**config.mk**
```make
export PLATFORM = sky130hd
export DESIGN_NAME = ip_tx_arbiter
export DESIGN_NICKNAME = d
export VERILOG_FILES = /design/src/rtl/ip_tx_arb_pkg.sv /design/src/rtl/ip_tx_arb_picker.sv /design/src/rtl/ip_tx_arbiter.sv
export SDC_FILE = /design/constraint.sdc
export NUM_CORES = 1
export LEC_CHECK = 0
export BUFFER_PORTS_ARGS = -buffer_cell sky130_fd_sc_hd__buf_2
export CAP_MARGIN = 10
export CORE_MARGIN = 4
export CORE_UTILIZATION = 37
export CTS_BUF_LIST = sky130_fd_sc_hd__clkbuf_4 sky130_fd_sc_hd__clkbuf_8
export DETAILED_ROUTE_END_ITERATION = 7
export PLACE_DENSITY = 0.7
export SETUP_SLACK_MARGIN = 0.15
export SLEW_MARGIN = 30
export SYNTH_ARGS = -nofsm -noshare
export SYNTH_HDL_FRONTEND = slang
export SYNTH_SLANG_ARGS = --single-unit
```
**constraint.sdc**
```tcl
create_clock -name clock -period 1.9 [get_ports clock]
set_input_delay 0.095 -clock clock [delete_from_list [all_inputs] [get_ports clock]]
set_output_delay 0.095 -clock clock [all_outputs]
set_load 0.02 [all_outputs]
```
**src/rtl/ip_tx_arb_pkg.sv**
```systemverilog
// Shared types and constants for the ip_send transmit arbiter.
package ip_tx_arb_pkg;

   typedef enum logic [1:0] {
      IDLE,
      LOAD,
      SEND,
      DRAIN
   } ip_tx_arb_state_t;

   localparam int IP_HDR_DRAIN_CYCLES = 21;
   localparam int MAX_NUM_REQ         = 8;
   localparam int IDX_W               = $clog2(MAX_NUM_REQ);

   // (base + inc) modulo n, for base < n and inc <= n
   function automatic int wrap_add(input int base, input int inc, input int n);
      return (base + inc >= n) ? base + inc - n : base + inc;
   endfunction

endpackage

```
**src/rtl/ip_tx_arb_picker.sv**
```systemverilog
// Combinational one-hot winner selection. IP_TX_ARB_RR_EN: round-robin from i_start;
// otherwise fixed priority with index 0 highest and i_start ignored.
module ip_tx_arb_picker
   import ip_tx_arb_pkg::*;
#(
   parameter int NUM_REQ = 3
) (
   input  logic [NUM_REQ-1:0] i_req,
   input  logic [IDX_W-1:0]   i_start,
   output logic [NUM_REQ-1:0] o_gnt,
   output logic [IDX_W-1:0]   o_idx
);

`ifndef IP_TX_ARB_RR_EN
   logic w_unused_start;
   assign w_unused_start = ^i_start;
`endif

   always_comb begin
      // NOTE: defaults come first so every path assigns both outputs and no latch is inferred.
      o_gnt = '0;
      o_idx = '0;
`ifdef IP_TX_ARB_RR_EN
      // Walk search offsets from farthest to nearest so the nearest request is written last.
      for (int k = NUM_REQ - 1; k >= 0; k--) begin
         for (int i = 0; i < NUM_REQ; i++) begin
            if (i_req[i] && (i == wrap_add(int'(i_start), k, NUM_REQ))) begin
               o_gnt    = '0;
               o_gnt[i] = 1'b1;
               o_idx    = IDX_W'(i);
            end
         end
      end
`else
      for (int i = NUM_REQ - 1; i >= 0; i--) begin
         if (i_req[i]) begin
            o_gnt    = '0;
            o_gnt[i] = 1'b1;
            o_idx    = IDX_W'(i);
         end
      end
`endif
   end

endmodule

```
**src/rtl/ip_tx_arbiter.sv**
```systemverilog
// Shares the ip_send header/payload datapath between NUM_REQ payload sources.
// Define IP_TX_ARB_RR_EN for round-robin arbitration; fixed priority otherwise.
module ip_tx_arbiter
   import ip_tx_arb_pkg::*;
#(
   parameter int NUM_REQ       = 3,
   parameter int DRAIN_TIMEOUT = 64
) (
   input  logic                    clock,
   input  logic                    reset,
   input  logic [NUM_REQ-1:0]      req,
   input  logic [NUM_REQ-1:0]      req_is_icmp,
   input  logic [NUM_REQ*16-1:0]   req_length,
   input  logic [NUM_REQ*32-1:0]   req_destination_ip,
   input  logic [NUM_REQ*8-1:0]    req_data,
   output logic [NUM_REQ-1:0]      gnt,
   output logic [NUM_REQ-1:0]      rd,
   output logic [NUM_REQ-1:0]      done,
   output logic                    err,
   output logic                    busy,
   output logic                    ip_tx_enable,
   output logic                    ip_is_icmp,
   output logic [15:0]             ip_length,
   output logic [31:0]             ip_destination_ip,
   output logic [7:0]              ip_data,
   input  logic                    ip_active
);

   localparam int                DCNT_W     = $clog2(DRAIN_TIMEOUT + 1);
   localparam logic [DCNT_W-1:0] DRAIN_LAST = DCNT_W'(DRAIN_TIMEOUT - 1);

   ip_tx_arb_state_t   r_state;
   logic [NUM_REQ-1:0] r_gnt, r_rd, r_done;
   logic               r_err, r_busy, r_tx_en, r_is_icmp;
   logic [15:0]        r_length, r_cnt;
   logic [31:0]        r_dest;
   logic [DCNT_W-1:0]  r_drain_cnt;

   logic [NUM_REQ-1:0] w_pick_gnt;
   logic [IDX_W-1:0]   w_pick_idx, w_start;
   logic               w_win, w_sel_icmp;
   logic [15:0]        w_sel_length;
   logic [31:0]        w_sel_dest;
   logic [7:0]         w_ip_data;

   assign w_win = (r_state == IDLE) && (|req) && !ip_active;

   ip_tx_arb_picker #(.NUM_REQ(NUM_REQ)) u_picker (
      .i_req   (req),
      .i_start (w_start),
      .o_gnt   (w_pick_gnt),
      .o_idx   (w_pick_idx)
   );

`ifdef IP_TX_ARB_RR_EN
   logic [IDX_W-1:0] r_start;
   always_ff @(posedge clock) begin
      if (!reset)     r_start <= '0;
      else if (w_win) r_start <= IDX_W'(wrap_add(int'(w_pick_idx), 1, NUM_REQ));
   end
   assign w_start = r_start;
`else
   logic w_unused_idx;
   assign w_start      = '0;
   assign w_unused_idx = ^w_pick_idx;
`endif

   always_comb begin
      w_sel_icmp   = 1'b0;
      w_sel_length = '0;
      w_sel_dest   = '0;
      w_ip_data    = '0;
      for (int i = 0; i < NUM_REQ; i++) begin
         if (w_pick_gnt[i]) begin
            w_sel_icmp   = req_is_icmp[i];
            w_sel_length = req_length[i*16 +: 16];
            w_sel_dest   = req_destination_ip[i*32 +: 32];
         end
         if ((r_state == SEND) && r_gnt[i]) w_ip_data = req_data[i*8 +: 8];
      end
   end

   always_ff @(posedge clock) begin
      if (!reset) begin
         r_state     <= IDLE;
         r_gnt       <= '0;
         r_rd        <= '0;
         r_done      <= '0;
         r_err       <= 1'b0;
         r_busy      <= 1'b0;
         r_tx_en     <= 1'b0;
         r_is_icmp   <= 1'b0;
         r_length    <= '0;
         r_dest      <= '0;
         r_cnt       <= '0;
         r_drain_cnt <= '0;
      end else begin
         // NOTE: sequential state uses <= so every register here sees pre-edge values.
         r_done <= '0;
         r_err  <= 1'b0;
         case (r_state)
            IDLE: begin
               if (w_win) begin
                  r_gnt     <= w_pick_gnt;
                  r_is_icmp <= w_sel_icmp;
                  r_length  <= w_sel_length;
                  r_dest    <= w_sel_dest;
                  r_busy    <= 1'b1;
                  r_state   <= LOAD;
               end
            end
            LOAD: begin
               if (r_length == 16'd0) begin
                  r_done  <= r_gnt;
                  r_err   <= 1'b1;
                  r_gnt   <= '0;
                  r_busy  <= 1'b0;
                  r_state <= IDLE;
               end else begin
                  r_cnt   <= r_length;
                  r_tx_en <= 1'b1;
                  r_rd    <= r_gnt;
                  r_state <= SEND;
               end
            end
            SEND: begin
               // Leaving at count 1 keeps SEND at exactly length cycles without ever wrapping.
               if (r_cnt == 16'd1) begin
                  r_tx_en     <= 1'b0;
                  r_rd        <= '0;
                  r_drain_cnt <= '0;
                  r_state     <= DRAIN;
               end else begin
                  r_cnt <= r_cnt - 16'd1;
               end
            end
            DRAIN: begin
               if (!ip_active || (r_drain_cnt == DRAIN_LAST)) begin
                  r_done  <= r_gnt;
                  r_err   <= ip_active;
                  r_gnt   <= '0;
                  r_busy  <= 1'b0;
                  r_state <= IDLE;
               end else begin
                  r_drain_cnt <= r_drain_cnt + 1'b1;
               end
            end
            default: r_state <= IDLE;
         endcase
      end
   end

   assign gnt               = r_gnt;
   assign rd                = r_rd;
   assign done              = r_done;
   assign err               = r_err;
   assign busy              = r_busy;
   assign ip_tx_enable      = r_tx_en;
   assign ip_is_icmp        = r_is_icmp;
   assign ip_length         = r_length;
   assign ip_destination_ip = r_dest;
   assign ip_data           = w_ip_data;

endmodule
```
### Word level (Yosys, flattened, before mapping)

Cells that the tools add are included.

| word-level totals | value |
|---|---|
| register bits after elaboration | 86 |
| bits of input ports | 177 |
| output and inout port bits | 69 |
| word-level logic and storage cells | 91 |

| operators by class | value |
|---|---|
| add/subtract/negate cells | 2 |
| equal/unequal tests | 12 |
| mux-type cells | 46 |
| reduce and logical (&&, ||, !) cells | 19 |

Operators with widths:

| operator | number |
|---|---|
| $mux W32 | 3 |
| $mux W16 | 5 |
| $pmux W16 S2 | 1 |
| $mux W3 | 10 |
| $mux W8 | 3 |
| $eq A16 B1 Y1 const B | 1 |
| $logic_not A16 Y1 | 1 |
| $sub A16 B1 Y16 const B | 1 |
| $mux W7 | 2 |
| $pmux W7 S2 | 1 |
| $ne A2 B2 Y1 const B | 6 |
| $pmux W3 S2 | 2 |
| $reduce_and A3 Y1 | 4 |
| $mux W1 | 10 |
| $pmux W3 S3 | 1 |
| $mux W2 | 4 |
| $pmux W2 S4 | 1 |
| $add A7 B1 Y7 const B | 1 |
| $eq A7 B6 Y1 const B | 1 |
| $logic_and A1 B1 Y1 | 5 |
| $eq A2 B2 Y1 const B | 2 |
| $pmux W1 S2 | 2 |
| $reduce_and A4 Y1 | 1 |
| $reduce_bool A2 Y1 | 2 |
| other kinds (9) | 9 |

### Logic depth before layout (Yosys ltp)

| depth | value |
|---|---|
| word-level depth | 6 |
| depth in mapped cells | 9 |
| depth with buffers taken out | 7 |

### Modules after synthesis

From an unflattened synthesis, not the netlist that was laid out.

| second synthesis, totals | value |
|---|---|
| cell total of the unflattened synthesis | 690 |
| area total of the unflattened synthesis | 4,978.5 sq um |

By module, submodules not included:

| module | times used | cells an instance | area each (sq um) | seq. area each (sq um) |
|---|---|---|---|---|
| ip_tx_arbiter | 1 | 683 | 4,926.0 | 1,721.7 |
| ip_tx_arb_picker | 1 | 7 | 52.6 | 0.0 |

### Worst setup path after synthesis

Ideal clock, no wire load.

| path | value |
|---|---|
| path type | register to output |
| start point | register r_state[0] |
| end point | output port ip_data[0] |
| arrival time | 1.976 ns |
| data required time | 1.805 ns |
| path slack | -0.171 ns |
| cell stages (with the launch flop) | 8 |
| path buffers | 1 |
| cells stage by stage | dfxtp_1 inv_1 ha_1 clkbuf_1 inv_1 nor3b_1 a22oi_1 a21oi_1 |

| on the way | value |
|---|---|
| word-level cells in the longest chain between the ends | 5 |
| elaborated cells between the ends (all ways) | 7 |
| classes of those cells | eq/ne: 1; mux: 3; reduce/logical: 3 |

RTL lines:

| item | line | text |
|---|---|---|
| start, declared | ip_tx_arbiter.sv:32 | `ip_tx_arb_state_t r_state;` |
| start signal, assigned | ip_tx_arbiter.sv:85 | `r_state <= IDLE;` |
| start signal, assigned | ip_tx_arbiter.sv:109 | `r_state <= LOAD;` |
| start signal, assigned | ip_tx_arbiter.sv:118 | `r_state <= IDLE;` |
| $eq A2 B2 Y1 (*) | ip_tx_arbiter.sv:79 | `if ((r_state == SEND) && r_gnt[i]) w_ip_data = req_data[i*8 +: 8];` |
| $logic_and A1 B1 Y1 | ip_tx_arbiter.sv:79 |  |
| $mux W8 (2 in series) | ip_tx_arbiter.sv:79 |  |
| $mux W8 (*) | ip_tx_arbiter.sv:79 |  |
| end, declared | ip_tx_arbiter.sv:25 | `output logic [7:0] ip_data,` |

Mark *: on every way between the ends. The rest lies on a longest branch, timed or not.

### Final worst setup path

| path | value |
|---|---|
| start point | register r_state[0] |
| end point | output port ip_data[2] |

Same word-level chain as after synthesis.

==> impl_metrics.toml <==
[worst_hold_path]
hold_path_class = "input port to flop"

[power_and_ir_drop]
power_density_mw_per_mm2 = 929.2
p_leak_nw = 3.304
ir_worst_vdd_v = 0.0004180

[global_routing]
grtUsageTotal_pct = 21.62
grt.overflow.total = 0
grt_pass1_vias = 5287
antenna_found_initial = 0
grt_max_degree = 101
grt_pass1_wl_um = 26120

[detailed_routing]
num_vias = 5905
routed_wl_um = 17320
drt_pass1_iterations = 5
ant_nets = 0
routed_via_density = 5.240
wl_per_cell_um = 15.36
drc_errors = 0
first_iter_violations = 345

[cells_and_area]
syn_to_final_growth_pct = 53.10
nFillCells = 1178
stdcell_area_mm2 = 0.007467
fin_nets = 1134
insertedDiodeCount = 0
utilization_pct = 58.46
final_cell_mix = "buf_2 (238), nand2_1 (186), dfxtp_1 (80)"
drive_gt1_share_pct = 43.66
layout_commonest_cell = "buf_2"

[logic_synthesis]
synth_seq_cells = 86
synth_warnings = 0
synthCells = 687
synthDistinctLibCells = 46
ys.flop_type = "dfxtp_1"
syn-cell-area_mm2 = 0.004877
ys_seq_area_share_pct = 35.30
avgSynthCellArea_um2 = 7.099
ys_async_sr_fraction_pct = 0
synth_nets = 871
synth_edf_count = 0

[critical_path]
crit_required_ns = 1.80
arrival_ns = 1.80
crit_fanout = 8
setup.worst_path.class = "flop to output pin"
end_kind = "output pin"
cp-start-kind = "flop"

[clock_tree]
clk_pin_slew_worst_paths_ns = 0.10
clk_path_buf_depth = 2
cts_tree = "done"
cts_sinks = 86
cts_buffers = 9
insertion_delay_ns = 0.38
h-tree-depth = 3
cts_root_buf = "clkbuf_8"
postCtsHoldBufs = 0

[sta]
skew_ns = 0.01428
tightest_slew_ns = 0.7819
rsz0062_at_grt = "yes"
worst_hold_slack_ns = 0.06936
slew_violations = 0
fin_crit_sh_pct = 99.97
min_period_ns = 1.899
hold_viol = 0
max_slew_margin_pct = 47.88
setup_viol = 0
max_freq_mhz = 526.5

[floorplan]
core_area_mm2 = 0.01277
rows = 41
die_w_um = 122.8
start_util_pct = 38.18
die_h_um = 122.8
dieArea_mm2 = 0.01508
io_pins = 246

[placement]
numPortBuffers = 245
placed_area_mm2 = 0.006574
post-dp-hpwl_um = 12340
place_congestion = 0.8610

[run_status]
status = "completed"

[run]
maxCapViolations = 0
==> stage by stage <==
stage,power [mW],cells,setup WS [ns],TNS [ns]
after floorplan,3.785,687,0.1392,0
after global placement,4.704,1092,0.05016,0
after detailed placement,4.728,1092,0.008321,0
after CTS,6.322,1116,-0.008854,-0.008854
after global routing,7.357,1127,-0.08640,-0.8789
final,6.939,1127,0.0006420,0
==> synthesized netlist by cell type, drive strengths merged (6+ instances only) <==
master	number	share of area [%]
o32ai	11	2.0
dfxtp	86	35
inv	10	0.77
nor2b	11	1.4
a21oi	84	8.6
a31oi	7	0.90
nor4	9	2.1
nand2	188	14
mux2i	7	1.4
nand3	7	0.72
a22oi	57	8.8
clkbuf	54	4.2
nor3	6	0.62
o21ai	60	6.2
and2	9	1.2
ha	7	1.8
nor2	21	1.6
==> final timing paths <==
kind                       start             end  slack [ns]  depth (start not counted)
setup / recovery      r_state[0]      ip_data[2]      0.0006                          9
hold / removal    req_length[15]   ip_length[15]        0.07                          5
setup reg to reg      r_state[0]        r_cnt[3]        0.02                          9
hold reg to reg   r_drain_cnt[6]  r_drain_cnt[6]        0.45                          2
==> cell type report <==
type                            count  area (um2)  area share, %
Clock buffer                       10       131.4          1.759
Tap cell                          172       215.2          2.882
Clock inverter                      6       86.33          1.156
Sequential cell                    86        1734          23.22
Multi-Input combinational cell    531        3348          44.84
Inverter                           11       48.80         0.6535
Timing Repair Buffer              311        1903          25.49
==> worst max-delay path, stage by stage, from the launching register on <==
cell,delay (ns)
dfxtp_4,0.36
inv_4,0.05
ha_4,0.13
buf_6,0.12
inv_4,0.04
nor3b_4,0.18
buf_6,0.17
a22oi_2,0.07
a21oi_2,0.17
buf_6,0.14
==> registers in the layout (all words and copies together), names as in the netlist, 3 cells and up, named ones only <==
signal             flops
ip_destination_ip     32
ip_length             16
r_cnt                 16
r_drain_cnt            7
done                   3
gnt                    3
rd                     3
==> logic make-up after synthesis <==
kind of cell / share of synthesized area (%)
muxes: 1.437
and+or+nand+nor: 26.45
buffers and inverters: 5.541
adders and majority gates: 1.796
AOI/OAI and AO/OA: 29.30
xor gates and xnor gates: 0.1796
DFF: 35.30
==> what timing repair did <==
item | in CTS | in global routing
pin swaps | 24 | 18
buffers inserted | 8 | 7
endpoints found under the setup margin | 27 | 93
cloned | 0 | 4
gates resized for setup | 41 | 70
==> where the power goes <==
| part | switching, mW | total (mW) | internal (mW) | leakage, nW |
|---|---|---|---|---|
| logic | 1.84 | 3.32 | 1.48 | 2.49 |
| clock network | 0.694 | 1.45 | 0.753 | 0.110 |
| registers | 0.158 | 2.17 | 2.01 | 0.703 |
==> layer usage <==
layer / wire length [um] / vias to the layer above / global-route usage, %
met4: 329 / 0 / 7.278
met1: 7121 / 2694 / 27.84
met2: 8580 / 237 / 35.80
met5: 0 / - / 0
met3: 1284 / 30 / 4.747
li1: - / 2944 / -
No activity file was read; power rests on OpenSTA's default activity.
